**src/rtl/pcm_stream_ctrl.sv**
```systemverilog
// rtl/pcm_stream_ctrl.sv - VRAM-to-FIFO PCM sample streamer; buffer looping enabled by PCM_STREAM_LOOP_EN
module pcm_stream_ctrl #(
    parameter int BURST = 16
) (
    input  logic        clk,
    input  logic        rst,
    input  logic        enable,
    input  logic [16:0] start_addr,
    input  logic [16:0] length,
    input  logic        loop_en,
    output logic        mem_req,
    output logic [16:0] mem_addr,
    input  logic        mem_ack,
    input  logic [7:0]  mem_rddata,
    output logic        fifo_reset,
    output logic        fifo_write,
    output logic [7:0]  fifo_wrdata,
    input  logic        fifo_full,
    input  logic        fifo_almost_empty,
    output logic        busy,
    output logic        done_irq
);

    typedef enum logic [2:0] {
        IDLE,
        WAIT_LOW,
        REQ,
        WRITE,
        DONE
    } state_t;

    localparam logic [16:0] BURST_LEN = 17'(BURST);
    localparam logic [6:0]  BURST_CNT = 7'(BURST);

    state_t      state;
    state_t      state_n;
    logic [16:0] addr;
    logic [16:0] remaining;
    logic [6:0]  burst_cnt;
    logic [7:0]  data_q;
    logic        en_q;

    logic        load_start;
    logic        load_burst;
    logic        capture;
    logic        do_write;

`ifdef PCM_STREAM_LOOP_EN
    logic        loop_q;
    logic        do_reload;
`else
    // loop_en has no effect in a build without looping
    wire         unused_loop = loop_en;
`endif

    // State register; reset abandons any burst in flight
    always_ff @(posedge clk) begin
        if (rst) begin
            state <= IDLE;
        end else begin
            state <= state_n;
        end
    end

    // Next-state decode and one-cycle control strobes for the datapath
    always_comb begin
        state_n    = state;
        load_start = 1'b0;
        load_burst = 1'b0;
        capture    = 1'b0;
        do_write   = 1'b0;
`ifdef PCM_STREAM_LOOP_EN
        do_reload  = 1'b0;
`endif
        if (!enable) begin
            state_n = IDLE;
        end else begin
            case (state)
                IDLE: begin
                    // start only on a rising edge so a finished stream never restarts by itself
                    if (!en_q) begin
                        load_start = 1'b1;
                        state_n    = (length == 17'd0) ? DONE : WAIT_LOW;
                    end
                end
                WAIT_LOW: begin
                    if (fifo_almost_empty) begin
                        load_burst = 1'b1;
                        state_n    = REQ;
                    end
                end
                REQ: begin
                    if (mem_ack) begin
                        capture = 1'b1;
                        state_n = WRITE;
                    end
                end
                WRITE: begin
                    if (!fifo_full) begin
                        do_write = 1'b1;
                        if (remaining == 17'd1) begin
`ifdef PCM_STREAM_LOOP_EN
                            // a reload that finds an empty buffer ends the stream instead
                            if (loop_q && (length != 17'd0)) begin
                                do_reload = 1'b1;
                                state_n   = WAIT_LOW;
                            end else begin
                                state_n = DONE;
                            end
`else
                            state_n = DONE;
`endif
                        end else if (burst_cnt == 7'd1) begin
                            state_n = WAIT_LOW;
                        end else begin
                            state_n = REQ;
                        end
                    end
                end
                DONE: begin
                    state_n = IDLE;
                end
                default: begin
                    state_n = IDLE;
                end
            endcase
        end
    end

    // Stream datapath: buffer pointer, byte counters, captured read data, enable history
    always_ff @(posedge clk) begin
        if (rst) begin
            en_q      <= 1'b0;
            addr      <= 17'd0;
            remaining <= 17'd0;
            burst_cnt <= 7'd0;
            data_q    <= 8'd0;
`ifdef PCM_STREAM_LOOP_EN
            loop_q    <= 1'b0;
`endif
        end else begin
            en_q <= enable;
            if (load_start) begin
                addr      <= start_addr;
                remaining <= length;
`ifdef PCM_STREAM_LOOP_EN
                loop_q    <= loop_en;
`endif
            end
            if (load_burst) begin
                burst_cnt <= (remaining < BURST_LEN) ? remaining[6:0] : BURST_CNT;
            end
            if (capture) begin
                data_q <= mem_rddata;
            end
            if (do_write) begin
                addr      <= addr + 17'd1;
                remaining <= remaining - 17'd1;
                burst_cnt <= burst_cnt - 7'd1;
            end
`ifdef PCM_STREAM_LOOP_EN
            if (do_reload) begin
                addr      <= start_addr;
                remaining <= length;
                loop_q    <= loop_en;
            end
`endif
        end
    end

    // Outputs decode from state; reset masks them in the cycle it is applied
    always_comb begin
        mem_req     = (state == REQ) && !rst;
        mem_addr    = mem_req ? addr : 17'd0;
        fifo_write  = do_write && !rst;
        fifo_wrdata = rst ? 8'd0 : data_q;
        fifo_reset  = load_start && !rst;
        busy        = (state != IDLE) && !rst;
        done_irq    = (state == DONE) && !rst;
    end

endmodule
```
**config.mk**
```make
export PLATFORM = sky130hd
export DESIGN_NAME = pcm_stream_ctrl
export DESIGN_NICKNAME = d
export VERILOG_FILES = /design/src/rtl/pcm_stream_ctrl.sv
export SDC_FILE = /design/constraint.sdc
export NUM_CORES = 1
export LEC_CHECK = 0
export ABC_AREA = 1
export BUFFER_PORTS_ARGS = -buffer_cell sky130_fd_sc_hd__buf_2
export CORE_MARGIN = 10
export CORE_UTILIZATION = 35
export CTS_CLUSTER_DIAMETER = 200
export DETAILED_ROUTE_END_ITERATION = 16
export PLACE_DENSITY_LB_ADDON = 0.05
export SYNTH_ARGS = -nofsm -noshare
export SYNTH_HDL_FRONTEND = slang
export SYNTH_SLANG_ARGS = --single-unit
```
**constraint.sdc**
```tcl
create_clock -name clk -period 2.1 [get_ports clk]
set_input_delay 0.42 -clock clk [delete_from_list [all_inputs] [get_ports clk]]
set_output_delay 0.42 -clock clk [all_outputs]
set_load 0.005 [all_outputs]
```
Yosys cells after proc, flatten, opt, wreduce, memory -nomap -nowiden
Cells that the tools add are included.
- add/sub/neg operators: 3
- magnitude comparators: 1
- eq/ne operators: 10
- mux-type cells: 29
- bitwise gates (word level): 1
- reductions and logical operators: 13
- operators with widths (cell ; number):
    two-way mux 17 bit ; 5
    two-way mux 7 bit ; 3
    two-way mux 3 bit ; 6
    adder 17 x 1 -> 17 bit (second input constant) ; 1
    equality test 17 x 1 -> 1 bit (second input constant) ; 1
    logical NOT 17 bit ; 1
    < comparator 17 x 5 -> 1 bit (second input constant) ; 1
    subtractor 17 x 1 -> 17 bit (second input constant) ; 1
    two-way mux 1 bit ; 12
    one-hot mux 3 bit (4 select lines) ; 1
    two-way mux 8 bit ; 1
    inequality test 2 bit (second input constant) ; 4
    equality test 7 x 1 -> 1 bit (second input constant) ; 1
    subtractor 7 x 1 -> 7 bit (second input constant) ; 1
    equality test 3 x 2 -> 1 bit (second input constant) ; 2
    logical AND 1 bit ; 5
    AND reduction 4 bit ; 1
    nonzero test 2 bit ; 2
    equality test 3 x 1 -> 1 bit (second input constant) ; 1
    equality test 3 bit (second input constant) ; 1
    logical NOT 3 bit ; 1
    nonzero test 3 bit ; 1
    two-way mux 2 bit ; 1
    OR reduction 2 bit ; 1
    2 further kinds ; 2
- register bits after elaboration: 53
- output and inout bits: 30
- logic and storage cells: 63

Depth between registers and ports, before layout
Gate-level depths: netlist of run 1.
- word-level depth: 5
- depth in mapped cells: 11
- gate-level depth less buffers: 11

Worst setup path before layout of run 1
OpenSTA, ideal clock, no wires.
- kind: reg2out
- from: reg state[0]
- to: out mem_addr[10]
- arrival: 1.176 ns
- slack: 0.504 ns
- cell stages (with the launch flop): 8
- cell sequence: dfxtp_1 buf_6 nor2_1 nand2_1 nor2_1 inv_2 buf_2 nor2_1
- cells in the longest elaborated chain, start to end: 3
- ends and longest elaborated chain (item ; RTL line ; text):
    start, declared ; 35 ; state_t state;
    start signal, assigned ; 61 ; state <= state_n;
    equality test 3 x 2 -> 1 bit ; 173 ; mem_req = (state == REQ) && !rst;
    logical AND 1 bit ; 173 ;
    via mem_req ; 11 ; output logic mem_req,
    two-way mux 17 bit ; 174 ; mem_addr = mem_req ? addr : 17'd0;
    end, declared ; 12 ; output logic [16:0] mem_addr,
The timed path passes the listed nets, and every way through them passes these cells.

Final worst setup path of run 1
- from: reg state[2]
- to: out fifo_write
- cells in the longest elaborated chain, start to end: 4
- ends and longest elaborated chain (item ; RTL line ; text):
    equality test 3 x 2 -> 1 bit ; 78 ; case (state)
    two-way mux 1 bit ; 78 ;
    two-way mux 1 bit ; 75 ; if (!enable) begin
    logical AND 1 bit ; 175 ; fifo_write = do_write && !rst;
    end, declared ; 16 ; output logic fifo_write,
Every way passes these cells.

==> flow_summary.json, run 1 <==
{
  "grt_pass1_vias": 3598,
  "yosysWarnings": 0,
  "antenna_found_initial": 0,
  "ys_ff_latch": 53,
  "synthDominantCellAreaShare": 0.2979,
  "crit_start": "state[2]",
  "synth_fp_nets": 639,
  "routed_via_density": 4.803,
  "tightest_slew_ns": 0.4139,
  "synthesis.area_um2": 3562,
  "start_util": 0.3611,
  "synth_cells": 585,
  "routed-via-count": 3794,
  "worstPathMaxFanout": 5,
  "drive_gt1_frac": 0.1872,
  "tns_ns": 0,
  "track_usage": 0.1466,
  "hold_viol": 0,
  "finalNonFillerCells": 790,
  "place_congestion": 0.8816,
  "synth_ff_type": "dfxtp_1",
  "cp.required_ns": 1.68,
  "async_reset_ff_frac": 0,
  "cts.sinks": 53,
  "syn_to_final_growth_pct": 16.44,
  "worstSetupStartpointType": "flip-flop",
  "ff2ff_setup_slack_ns": 0.44,
  "drt_iter0_drc": 217,
  "synth.area.top_cells": "dfxtp_1 30%, nand2_1 15%, nor2_1 11%",
  "yosysSeqAreaShare": 0.2979,
  "grt_busiest_layer": "met2",
  "p_per_area_nw_per_um2": 540.3,
  "period_share": 0.9375,
  "crit_arrival_ns": 1.55,
  "use_met1": 0.2049,
  "synth_edf_count": 0,
  "timing.rr.end": "burst_cnt[4]",
  "grt_pass1_wl_um": 17930,
  "finalSetupViolCount": 0,
  "layout.nets": 711,
  "avgRoutedWirePerCell_um": 13.49,
  "layout_common_cells": "142 x nand2_1, 100 x nor2_1, 78 x inv_1",
  "cp_cell_sequence": "inv_2 > nand3_4 > nor2_4 > nand2_1 > clkinv_1 > buf_2",
  "wl_um": 10660,
  "ios": 79,
  "fillers": 1113,
  "port_buffers": 77,
  "worst_path_largest_cell_delay_ns": 0.41,
  "period_needed_ns": 1.969,
  "max_clock_freq_mhz": 507.9,
  "rsz0062_at_grt": "false",
  "place.detailed.hpwl_um": 8171,
  "core_area_um2": 9864,
  "drv_cap": 0,
  "dieArea_um2": 14610,
  "postRouteAntennaNets": 0,
  "cts_tree": "built",
  "grt_util_met2": 0.2262,
  "postCtsSetupBuffers": 0,
  "dp_cells": 783,
  "endpoint": "fifo_write",
  "end_kind": "output pin",
  "synth_cell_type_count": 38,
  "hold_buffers": 0,
  "rr_worst_depth": 7,
  "maxSlewHeadroom": 0.7241,
  "cts_inserted_buffers": 5,
  "layout_commonest_cell": "nand2_1",
  "cts_buffer_depth": 2,
  "r2r-start": "state[0]",
  "status": "finished clean",
  "synth_area_per_cell_um2": 6.089,
  "path_delay_family": "buffers and inverters",
  "firstDrtPassIters": 5,
  "skew_ns": 0.004929,
  "slowest_stage": "dfxtp_1",
  "htree_levels": 2,
  "ir_drop_mv": 0.2478,
  "grtUsageMet3": 0.02745,
  "hold_path.class": "in2reg",
  "n_antenna_cell": 0,
  "drc_errors": 0,
  "die_w_um": 120.9,
  "yosysTopAreaCell": "dfxtp_1",
  "clk_transition_reported_paths_ns": 0.10,
  "worstSetupPathType": "reg2out",
  "cts_root_buffer": "clkbuf_8",
  "fp.dieH_um": 120.9,
  "path_buf_inv": 3,
  "power.leakage_nw": 1.861,
  "grt_overflow": 0,
  "slew_violations": 0,
  "grt_start_max_net_pins": 38,
  "path_depth": 6,
  "rows": 36,
  "insertion_delay_ns": 0.31
}
-- metrics by stage --
| step | power [W] | worst slack [ns] | utilization | hold slack (ns) | instance area (µm²) |
|---|---|---|---|---|---|
| after floorplan | 0.001493 | 0.5043 | - | 0.4303 | 3562 |
| after global placement | 0.001645 | 0.3396 | 0.4107 | 0.4374 | 4051 |
| after detailed placement | 0.001648 | 0.3208 | 0.4107 | 0.4430 | 4051 |
| after CTS | 0.002264 | 0.02659 | 0.4198 | 0.3778 | 4141 |
| after global routing | 0.002385 | 0.001235 | 0.4205 | 0.3952 | 4148 |
| final | 0.002241 | 0.1313 | 0.4205 | 0.3822 | 4148 |
-- registers in the layout, summed over array words and instances (netlist names) --
register / cells
addr: 17
remaining: 17
data_q: 8
burst_cnt: 7
state: 3
en_q: 1
-- layer usage --
layer,share of wire,routed length (µm)
met1,0.49,5258
met5,0,0
met3,0.055,584
met2,0.44,4691
met4,0.011,121
-- power by group --
group | leakage (nW) | switching (W) | internal, W
logic | 1.38 | 0.000319 | 0.000187
clock network | 0.0443 | 0.000352 | 0.000263
registers | 0.434 | 0.0000617 | 0.00106
total | 1.86 | 0.000733 | 0.00151
-- cell usage after synthesis, drive strengths merged (3+ instances only) --
cell type / number
a21oi: 34
a31oi: 9
buf: 18
clkbuf: 4
dfxtp: 53
ha: 5
inv: 84
nand2: 145
nand3: 48
nand3b: 3
nand4: 10
nor2: 112
nor3: 3
o211ai: 7
o21ai: 31
o221ai: 3
o22ai: 4
xor2: 3
-- kinds of logic after synthesis --
kind of cell / synth area share
and+or+nand+nor: 0.3864
DFF: 0.2979
xor gates and xnor gates: 0.009837
AOI/OAI and AO/OA: 0.1567
buffers and inverters: 0.1317
adders and majority gates: 0.01756
-- cell type report --
class	count	area [µm²]	area share
Multi-Input combinational cell	425	2037	0.4911
Sequential cell	53	1064	0.2564
Timing Repair Buffer	87	473.0	0.1140
Inverter	85	321.6	0.07753
Tap cell	133	166.4	0.04012
Clock buffer	7	86.33	0.02081
-- timing repair --
item / 4_1_cts / 5_1_grt
setup endpoints to repair: 8 / 18
gates resized for setup: 2 / 3
endpoints found under the hold margin: 0 / 0
pin swaps: 0 / 0
-- how the worst min path moves through the flow --
stage / depth (start not counted) / end / start
3_3_place_gp: 2 / data_q[6] / data_q[6]
2_1_floorplan: 2 / data_q[0] / data_q[0]
6_report: 3 / data_q[0] / mem_rddata[0]
5_1_grt: 3 / remaining[6] / length[6]
4_1_cts: 3 / data_q[0] / mem_rddata[0]
3_5_place_dp: 2 / data_q[7] / data_q[7]
-- worst register-to-register path, cell delays in order (launching register included) --
cell	delay, ns
dfxtp_2	0.48
nand3_4	0.13
nor2_4	0.13
buf_4	0.40
nand3_1	0.14
o21ai_0	0.10
o21ai_0	0.10
a21oi_1	0.13
(Power assumes the default switching activity.)
==> run 2, diff against run 1 <==
==> constraint.sdc (replaced) <==
create_clock -name clk -period 2.1 [get_ports clk]
set_input_delay 0.63 -clock clk [delete_from_list [all_inputs] [get_ports clk]]
set_output_delay 0.63 -clock clk [all_outputs]
set_load 0.005 [all_outputs]
==> run 2 against run 1 <==
  * The run now ends with negative setup slack left
  * Maximum frequency fell by 7.3%
  * Utilization rose by 1.8 points
  * Final cell count rose by 2.2%
  * Count of clock-buffer cells in the layout did not move
  * Design area rose by 4.3%
  * Critical path type unchanged
  * Critical endpoint is now mem_addr[6]
  * Largest power group unchanged
==> flow_summary.json, run 2 (synthesis results as in run 1) <==
{
  "hold_path.class": "reg2reg",
  "holdPathEnd": "data_q[0]",
  "wl_um": 11100,
  "slowest_stage": "dfxtp_4",
  "skew_ns": 0.01032,
  "hold_buffers": 0,
  "timing.rr.end": "remaining[12]",
  "start_util": 0.3611,
  "r2r-start": "state[2]",
  "register_area_um2": 1070,
  "hp-start": "data_q[0]",
  "grtUsageMet3": 0.03071,
  "grt_pass1_wl_um": 18420,
  "grt_util_met2": 0.2449,
  "port_buffers": 77,
  "tightest_slew_ns": 0.3547,
  "fp.dieH_um": 120.9,
  "finalSetupViolCount": 7,
  "violations": "negative setup slack",
  "htree_levels": 2,
  "grt_busiest_layer": "met2",
  "grt_overflow": 0,
  "crit_arrival_ns": 1.49,
  "worstPathMaxFanout": 8,
  "worst_path_largest_cell_delay_ns": 0.36,
  "drt_iter0_drc": 234,
  "hold_viol": 0,
  "ios": 79,
  "final_area_um2": 4325,
  "layout.nets": 728,
  "drive_gt1_frac": 0.2151,
  "avgRoutedWirePerCell_um": 13.75,
  "track_usage": 0.1510,
  "drv_cap": 0,
  "routed_via_density": 4.831,
  "period_share": 1.011,
  "cts.sinks": 53,
  "place_congestion": 0.8599,
  "postRouteAntennaNets": 0,
  "cp_cell_sequence": "nor2_4 > nand2_2 > nor2_4 > clkinvlp_4 > nor2_1 > buf_2",
  "n_antenna_cell": 0,
  "worstSetupPathType": "reg2out",
  "rr_worst_depth": 13,
  "routed-via-count": 3899,
  "grt_pass1_vias": 3741,
  "layout_common_cells": "140 x nand2_1, 99 x nor2_1, 78 x inv_1",
  "final_util": 0.4385,
  "rows": 36,
  "ir_drop_mv": 0.2568,
  "rsz0062_at_grt": "true",
  "p_per_area_nw_per_um2": 521.6,
  "largestRegisters": "addr x17, remaining x17, data_q x8",
  "cp.required_ns": 1.47,
  "core_area_um2": 9864,
  "period_needed_ns": 2.123,
  "cts_root_buffer": "clkbuf_8",
  "fillers": 1118,
  "dieArea_um2": 14610,
  "drc_errors": 0,
  "firstDrtPassIters": 6,
  "cts_buffer_depth": 2,
  "status": "finished, violations left",
  "syn_to_final_growth_pct": 21.43,
  "maxSlewHeadroom": 0.7617,
  "worst_path_most_repeated_cell": "nor2_4",
  "power.leakage_nw": 1.951,
  "path_buf_inv": 2,
  "use_met1": 0.2012,
  "cts_inserted_buffers": 5,
  "insertion_delay_ns": 0.30,
  "die_w_um": 120.9,
  "final.setup.worst_slack_ns": -0.02350,
  "grt_start_max_net_pins": 36,
  "multi_input_area_um2": 2054,
  "antenna_found_initial": 0,
  "max_clock_freq_mhz": 470.9,
  "slew_violations": 0,
  "path_delay_family": "simple AND/OR/NAND/NOR gates",
  "worstSetupStartpointType": "flip-flop",
  "end_kind": "output pin",
  "dpl_cell_area_um2": 4144,
  "hold_depth": 2,
  "place.detailed.hpwl_um": 8476,
  "clk_transition_reported_paths_ns": 0.09,
  "layout_commonest_cell": "nand2_1",
  "cts_tree": "built",
  "ff2ff_setup_slack_ns": 0.39
}
-- run 2: changes by cell type in the layout (fill, tap and decap cells not counted), sizes merged --
cell	delta
clkinvlp	+1
inv	+1
buf	+16
clkinv	-1
-- run 2: worst max-delay path by stage --
| stage | startpoint | to | slack [ns] | cells after the start |
|---|---|---|---|---|
| after floorplan | enable | fifo_reset | 0.20 | 6 |
| final | state[2] | mem_addr[6] | -0.02 | 6 |
| after global placement | enable | fifo_write | 0.14 | 6 |
| after CTS | state[2] | mem_addr[15] | -0.03 | 6 |
| after detailed placement | rst | mem_addr[3] | 0.13 | 5 |
| after global routing | state[2] | mem_addr[16] | -0.12 | 6 |
-- run 2: timing repair --
item / in CTS / in global routing
endpoints found under the setup margin: 18 / 12
setup buffers: 4 / 3
cloned: 1 / 0
pin swaps: 0 / 5
gates resized for setup: 10 / 5
-- run 2: stage by stage --
stage	hold WS (ns)	power, W	TNS [ns]	setup slack (ns)	cells
2_1_floorplan	0.4303	0.001493	0	0.2020	585
3_3_place_gp	0.4375	0.001662	0	0.1402	792
3_5_place_dp	0.4452	0.001670	0	0.1313	792
4_1_cts	0.4580	0.002277	-0.2444	-0.03262	804
5_1_grt	0.4865	0.002407	-0.8962	-0.1246	807
6_report	0.4563	0.002256	-0.09729	-0.02350	807
-- run 2: power breakdown --
| part | leakage, nW | internal [W] | switching [W] |
|---|---|---|---|
| clock | 0.0443 | 0.000263 | 0.000333 |
| sequential | 0.435 | 0.00106 | 0.0000598 |
| combinational | 1.47 | 0.000212 | 0.000332 |
-- run 2: final cells by class --
| cell class | count | area share |
|---|---|---|
| clock buffers | 7 | 0.01996 |
| repair buffers | 103 | 0.1438 |
| flip-flops and latches | 53 | 0.2473 |
| inverters | 85 | 0.07376 |
| multi-input cells | 425 | 0.4750 |
| well taps | 133 | 0.03847 |
| repair inverters | 1 | 0.001736 |
-- run 2: tightest hold or removal path, cell delays in order, from the launching register on --
cell and delay, ns:
dfxtp_1 0.31, inv_1 0.06, a21oi_1 0.05
-- run 2: layer usage --
metal | share of wire | up-vias | routed length [µm]
met5 | 0 | - | 0
met3 | 0.053 | 8 | 592
met4 | 0.0097 | 0 | 108
met2 | 0.45 | 91 | 4980
met1 | 0.49 | 1758 | 5414
li1 | - | 2042 | -
